<file path="src/rtl/mult_pkg.sv">
// Shared types and constants for the shift-add multiplier sequencer.
//   mult_state_t : sequencer FSM states
//   FN_ADD/FN_SUB: adder function select encodings driven on fn_o
package mult_pkg;

    typedef enum logic [2:0] {
        IDLE,
        CLR,
        ADD,
        SHIFT,
        DONE
    } mult_state_t;

    localparam logic FN_ADD = 1'b0;
    localparam logic FN_SUB = 1'b1;

endpackage

</file>
<file path="src/rtl/mult_sequencer_if.sv">
// Control bundle between the multiplier sequencer and the A/X/B datapath.
//   run_i, load_i : debounced run / load levels from the top level
//   m0_i          : current LSB of the B register
//   shift_en_o, fn_o, load_a_o, clear_xa_o, load_b_o : datapath strobes
//   busy_o, done_o: status for the top level and display logic
// master = sequencer side, slave = datapath / top-level side.
interface mult_sequencer_if;

    logic run_i;
    logic load_i;
    logic m0_i;
    logic shift_en_o;
    logic fn_o;
    logic load_a_o;
    logic clear_xa_o;
    logic load_b_o;
    logic busy_o;
    logic done_o;

    modport master (
        input  run_i, load_i, m0_i,
        output shift_en_o, fn_o, load_a_o, clear_xa_o, load_b_o, busy_o, done_o
    );

    modport slave (
        output run_i, load_i, m0_i,
        input  shift_en_o, fn_o, load_a_o, clear_xa_o, load_b_o, busy_o, done_o
    );

endinterface

</file>
<file path="src/rtl/run_posedge_detect.sv">
// Rising-edge detector for the run level.
//   clk   : system clock
//   rst_n : asynchronous active-low reset
//   run   : synchronized run level
//   start : one-cycle pulse when run goes 0 -> 1
module run_posedge_detect (
    input  logic clk,
    input  logic rst_n,
    input  logic run,
    output logic start
);

    logic run_q;

    always_ff @(posedge clk or negedge rst_n) begin
        if (!rst_n) begin
            run_q <= 1'b0;
        end else begin
            run_q <= run;
        end
    end

    assign start = run & ~run_q;

endmodule

</file>
<file path="src/rtl/mult_sequencer.sv">
// Sequencer for a shift-add two's-complement multiplier (A/X/B shift registers plus a
// 9-bit add/sub unit). Runs WIDTH add/shift iterations per run-level rising edge; the
// last iteration subtracts. All strobes are decoded combinationally from state, cnt,
// m0_i and load_i.
//   Clk, Reset_n : clock, asynchronous active-low reset
//   bus          : mult_sequencer_if.master (run/load/m0 in, strobes and status out)
// Build option MULT_SKIP_ZERO_EN: when defined, an iteration with m0_i = 0 shifts
// directly from ADD in one cycle instead of spending a separate SHIFT cycle.
module mult_sequencer
    import mult_pkg::*;
#(
    parameter int unsigned WIDTH = 8
) (
    input logic             Clk,
    input logic             Reset_n,
    mult_sequencer_if.master bus
);

    localparam int unsigned CntW = $clog2(WIDTH);
    localparam logic [CntW-1:0] CntLast = CntW'(WIDTH - 1);

    mult_state_t     state_q, state_d;
    logic [CntW-1:0] cnt_q, cnt_d;
    logic            start;
    logic            last_iter;

    run_posedge_detect u_run_edge (
        .clk   (Clk),
        .rst_n (Reset_n),
        .run   (bus.run_i),
        .start (start)
    );

    always_ff @(posedge Clk or negedge Reset_n) begin
        if (!Reset_n) begin
            state_q <= IDLE;
            cnt_q   <= '0;
        end else begin
            state_q <= state_d;
            cnt_q   <= cnt_d;
        end
    end

    assign last_iter = (cnt_q == CntLast);

    always_comb begin
        state_d        = state_q;
        cnt_d          = cnt_q;
        bus.shift_en_o = 1'b0;
        bus.fn_o       = FN_ADD;
        bus.load_a_o   = 1'b0;
        bus.clear_xa_o = 1'b0;
        bus.load_b_o   = 1'b0;
        bus.busy_o     = 1'b0;
        bus.done_o     = 1'b0;

        unique case (state_q)
            IDLE: begin
                // Load takes priority; a coincident run edge is consumed and lost.
                if (bus.load_i) begin
                    bus.load_b_o   = 1'b1;
                    bus.clear_xa_o = 1'b1;
                end else if (start) begin
                    state_d = CLR;
                end
            end
            CLR: begin
                bus.clear_xa_o = 1'b1;
                bus.busy_o     = 1'b1;
                cnt_d          = '0;
                state_d        = ADD;
            end
            ADD: begin
                bus.busy_o = 1'b1;
                bus.fn_o   = last_iter ? FN_SUB : FN_ADD;
`ifdef MULT_SKIP_ZERO_EN
                if (bus.m0_i) begin
                    bus.load_a_o = 1'b1;
                    state_d      = SHIFT;
                end else begin
                    // Nothing to add: fold the shift into this cycle.
                    bus.shift_en_o = 1'b1;
                    if (last_iter) begin
                        state_d = DONE;
                    end else begin
                        cnt_d = cnt_q + 1'b1;
                    end
                end
`else
                bus.load_a_o = bus.m0_i;
                state_d      = SHIFT;
`endif
            end
            SHIFT: begin
                bus.shift_en_o = 1'b1;
                bus.busy_o     = 1'b1;
                if (last_iter) begin
                    state_d = DONE;
                end else begin
                    cnt_d   = cnt_q + 1'b1;
                    state_d = ADD;
                end
            end
            DONE: begin
                bus.done_o = 1'b1;
                if (!bus.run_i) begin
                    state_d = IDLE;
                end
            end
            default: state_d = IDLE;
        endcase
    end

endmodule

</file>
<file path="src/flat_wrapper.sv">
// flat-port wrapper written by rule: the top's interface ports become plain ports
module mult_sequencer_flat import mult_pkg::*;
#(
    parameter int unsigned WIDTH = 8
)
  (Clk, Reset_n, bus_run_i, bus_load_i, bus_m0_i, bus_shift_en_o, bus_fn_o, bus_load_a_o, bus_clear_xa_o, bus_load_b_o, bus_busy_o, bus_done_o);
  mult_sequencer_if bus_i ();
  input logic Clk;
  input logic Reset_n;
  input wire logic [$bits(bus_i.run_i)-1:0] bus_run_i;
  input wire logic [$bits(bus_i.load_i)-1:0] bus_load_i;
  input wire logic [$bits(bus_i.m0_i)-1:0] bus_m0_i;
  output wire logic [$bits(bus_i.shift_en_o)-1:0] bus_shift_en_o;
  output wire logic [$bits(bus_i.fn_o)-1:0] bus_fn_o;
  output wire logic [$bits(bus_i.load_a_o)-1:0] bus_load_a_o;
  output wire logic [$bits(bus_i.clear_xa_o)-1:0] bus_clear_xa_o;
  output wire logic [$bits(bus_i.load_b_o)-1:0] bus_load_b_o;
  output wire logic [$bits(bus_i.busy_o)-1:0] bus_busy_o;
  output wire logic [$bits(bus_i.done_o)-1:0] bus_done_o;
  assign bus_i.run_i = bus_run_i;
  assign bus_i.load_i = bus_load_i;
  assign bus_i.m0_i = bus_m0_i;
  assign bus_shift_en_o = bus_i.shift_en_o;
  assign bus_fn_o = bus_i.fn_o;
  assign bus_load_a_o = bus_i.load_a_o;
  assign bus_clear_xa_o = bus_i.clear_xa_o;
  assign bus_load_b_o = bus_i.load_b_o;
  assign bus_busy_o = bus_i.busy_o;
  assign bus_done_o = bus_i.done_o;
  mult_sequencer #(.WIDTH(WIDTH)) u_core (.Clk(Clk), .Reset_n(Reset_n), .bus(bus_i));
endmodule
</file>
<file path="config.mk">
export PLATFORM = sky130hd
export DESIGN_NAME = mult_sequencer_flat
export DESIGN_NICKNAME = d
export VERILOG_FILES = /design/src/rtl/mult_pkg.sv /design/src/rtl/mult_sequencer_if.sv /design/src/rtl/run_posedge_detect.sv /design/src/rtl/mult_sequencer.sv /design/src/flat_wrapper.sv
export SDC_FILE = /design/constraint.sdc
export NUM_CORES = 1
export LEC_CHECK = 0
export BUFFER_PORTS_ARGS = -buffer_cell sky130_fd_sc_hd__buf_4
export CORE_AREA = 2 2 39 41
export CTS_BUF_LIST = sky130_fd_sc_hd__clkbuf_8 sky130_fd_sc_hd__clkbuf_16
export DETAILED_ROUTE_END_ITERATION = 8
export DIE_AREA = 0 0 41 43
export SYNTH_ARGS = -nofsm -noshare
export SYNTH_HDL_FRONTEND = slang
export SYNTH_SLANG_ARGS = --single-unit
</file>
<file path="constraint.sdc">
create_clock -name Clk -period 1.3 [get_ports Clk]
set_input_delay 0.195 -clock Clk [delete_from_list [all_inputs] [get_ports Clk]]
set_output_delay 0.195 -clock Clk [all_outputs]
set_load 0.03 [all_outputs]
</file>
==> results.sh <==
export IMPL_route_met2_wl_um=460
export IMPL_setup_slack_ns=-0.145
export IMPL_hp_class="input pin to flip-flop"
export IMPL_wl_per_cell_um=11.8
export IMPL_antenna_cells=0
export IMPL_critPathMaxFanout=2
export IMPL_clk_latency_ns=0.23
export IMPL_ios=12
export IMPL_cts_tree="built"
export IMPL_syn_num_nets=49
export IMPL_initial_core_util_pct=28.8
export IMPL_netlist_area_leader_share_pct=44.0
export IMPL_syn_avg_cell_area_um2=9.47
export IMPL_grt_pass1_vias=331
export IMPL_worstSetupPathType="flip-flop to output port"
export IMPL_end_kind="output port"
export IMPL_drc_errors=0
export IMPL_root_buffer="clkbuf_8"
export IMPL_grt_max_degree=12
export IMPL_layout_cells_non_filler=77
export IMPL_rows=14
export IMPL_tightest_slew_ns=0.213
export IMPL_antenna_found_initial=0
export IMPL_drv_slew=0
export IMPL_cap_violations=0
export IMPL_skew_ns=0.00215
export IMPL_violations="negative setup slack"
export IMPL_dieArea_mm2=0.00176
export IMPL_first_iter_violations=0
export IMPL_slew_headroom_pct=85.8
export IMPL_rsz0062_at_grt="true"
export IMPL_clkSinkCount=7
export IMPL_yosysUniqueCellTypes=19
export IMPL_critPathArrivalTime_ns=1.25
export IMPL_drive_gt1_share_pct=59.0
export IMPL_ys_seq_area_share_pct=44.0
export IMPL_fin_tns_setup_ns=-0.643
export IMPL_ys_ff_latch=7
export IMPL_nFillCells=142
export IMPL_coreArea_mm2=0.00138
export IMPL_stdcell_area_um2=627
export IMPL_drt_total_wl_um=908
export IMPL_powerDensity_mw_per_mm2=2500
export IMPL_vias=361
export IMPL_status="finished with violations"
export IMPL_syn_cell_area_um2=398
export IMPL_cp_required_ns=1.11
export IMPL_hold_violations=0
export IMPL_dpl_worst_slack_ns=-0.0647
export IMPL_total_leakage_power_nw=0.290
export IMPL_fin_nets=69
export IMPL_fin_crit_ns=1.44
export IMPL_fp_dieW_um=41
export IMPL_place_congestion=0.753
export IMPL_yosysWarnings=0
export IMPL_setup_viol=8
export IMPL_cts_buffers=3
export IMPL_synthTopCellsByArea="dfrtp_1 (44%), nand2_1 (6.6%), ha_1 (6.3%), nor3_1 (6.3%), buf_6 (5.7%)"
export IMPL_drt_met1_wl_um=387
export IMPL_grt_ovfl_total=0
export IMPL_ant_nets=0
export IMPL_dr_pass1_iters=1
export IMPL_startpoint_type="flip-flop"
export IMPL_dp_cells=67
export IMPL_grt_usage_pct=13.0
export IMPL_fin_crit_sh_pct=111
export IMPL_viasPerCell=4.69
export IMPL_regToRegSetupSlack_ns=-0.12
export IMPL_cts_clk_slew_worst_paths_ns=0.04
export IMPL_grt_pass1_wl_mm=1.44
export IMPL_max_freq_mhz=692
export IMPL_post_dp_cell_area_um2=492
export IMPL_dr_wl_met3_um=40
export IMPL_clock_path_buffers=2
export IMPL_place_hpwl_um=583
export IMPL_irDropWorstVdd_uv=1110
export IMPL_synth_top_area_cell="dfrtp_1"
export IMPL_synthCells=42
export IMPL_die_h_um=43
export IMPL_io_buffers=11
export IMPL_top_layer="met4"
export IMPL_area_growth_pct=57.5
export IMPL_htreeDepth=1
cells in the final DEF (no fill, tap or decap):
cell	instances
and2_2	1
buf_4	14
clkbuf_8	3
dlygate4sd3_1	1
nor3b_1	1
ha_4	1
nand2_1	5
buf_6	3
o21ai_2	2
inv_2	1
nand2b_1	1
and3_2	1
o2bb2ai_1	1
nor4b_2	1
nor2_4	1
and4bb_4	1
nand2_2	2
nor3_1	4
dfrtp_1	4
nor3_2	1
dfrtp_2	3
o21ai_0	1
and2_1	1
nor2_1	4
inv_1	1
ha_2	1
o21ai_1	1
critical path, cell delays in order (launching register included):
cell and delay [ns]:
dfrtp_1 0.36, ha_2 0.20, ha_4 0.13, nand2_2 0.05, nor3_2 0.10, buf_4 0.18
layer usage:
metal	up-vias	GRT usage [%]
met5	-	0
met4	0	10.0
met3	2	6.28
met2	8	17.2
met1	170	15.3
li1	181	-
per-stage QoR:
step | utilization (%) | power [mW] | hold WS [ns]
after floorplan | - | 0.911 | -0.101
after global placement | 35.5 | 1.04 | 0.0140
after detailed placement | 35.5 | 1.05 | 0.0124
after CTS | 45.0 | 1.55 | 0.0902
after global routing | 45.3 | 1.69 | 0.0917
final | 45.3 | 1.57 | 0.0927
cell families (layout without fill, tap and decap cells):
| group | count (synthesis) | in the layout | share of synthesized area (%) |
|---|---|---|---|
| buffers and inverters | 4 | 23 | 7.86 |
| adders and majority gates | 2 | 2 | 6.29 |
| AOI/OAI and AO/OA | 5 | 5 | 7.23 |
| DFF | 7 | 7 | 44.0 |
| and+or+nand+nor | 24 | 24 | 34.6 |
registers in the layout, summed over array words and instances (netlist names):
signal                   count
u_core.state_q               3
u_core.u_run_edge.run_q      1
u_core.cnt_q                 3
path summary, 6_finish.rpt:
path,from,end,depth (start not counted)
setup / recovery,u_core.cnt_q[1],bus_fn_o,5
hold / removal,bus_run_i,u_core.u_run_edge.run_q,1
setup reg to reg,u_core.cnt_q[1],u_core.cnt_q[2],6
hold reg to reg,u_core.cnt_q[1],u_core.cnt_q[1],2
max in group asynchronous,Reset_n,u_core.state_q[2],2
min in group asynchronous,Reset_n,u_core.state_q[0],2
where the power goes:
part           switching, mW  internal [mW]  total, mW
clock                 0.0884          0.204      0.292
combinational          0.442          0.413      0.856
sequential             0.112          0.310      0.422
cells in the mapped netlist:
cell	instances
dfrtp_1	7
nand2_1	7
nor3_1	5
nor2_1	4
buf_6	2
ha_1	2
o21ai_0	2
o21ai_1	2
and2_1	1
and2_2	1
and3_2	1
and4bb_4	1
buf_2	1
inv_2	1
nand2b_1	1
nor2_4	1
nor3b_1	1
nor4b_1	1
o2bb2ai_1	1
layout make-up:
class / count / area [um^2] / area share (%)
inverter: 1 / 3.75 / 0.599
multi-input combinational: 31 / 230 / 36.7
sequential: 7 / 179 / 28.5
tap: 16 / 20.0 / 3.19
timing repair buffer: 18 / 149 / 23.8
clock inverter: 1 / 3.75 / 0.599
clock buffer: 3 / 41.3 / 6.59
what timing repair did:
action	4_1_cts	5_1_grt
endpoints found under the hold margin	7	0
resized for setup	14	2
endpoints found under the setup margin	10	9
pin swaps	4	3
hold buffers	1	0
buffers inserted	5	0
Note: power is estimated with default switching activity, not from simulation.
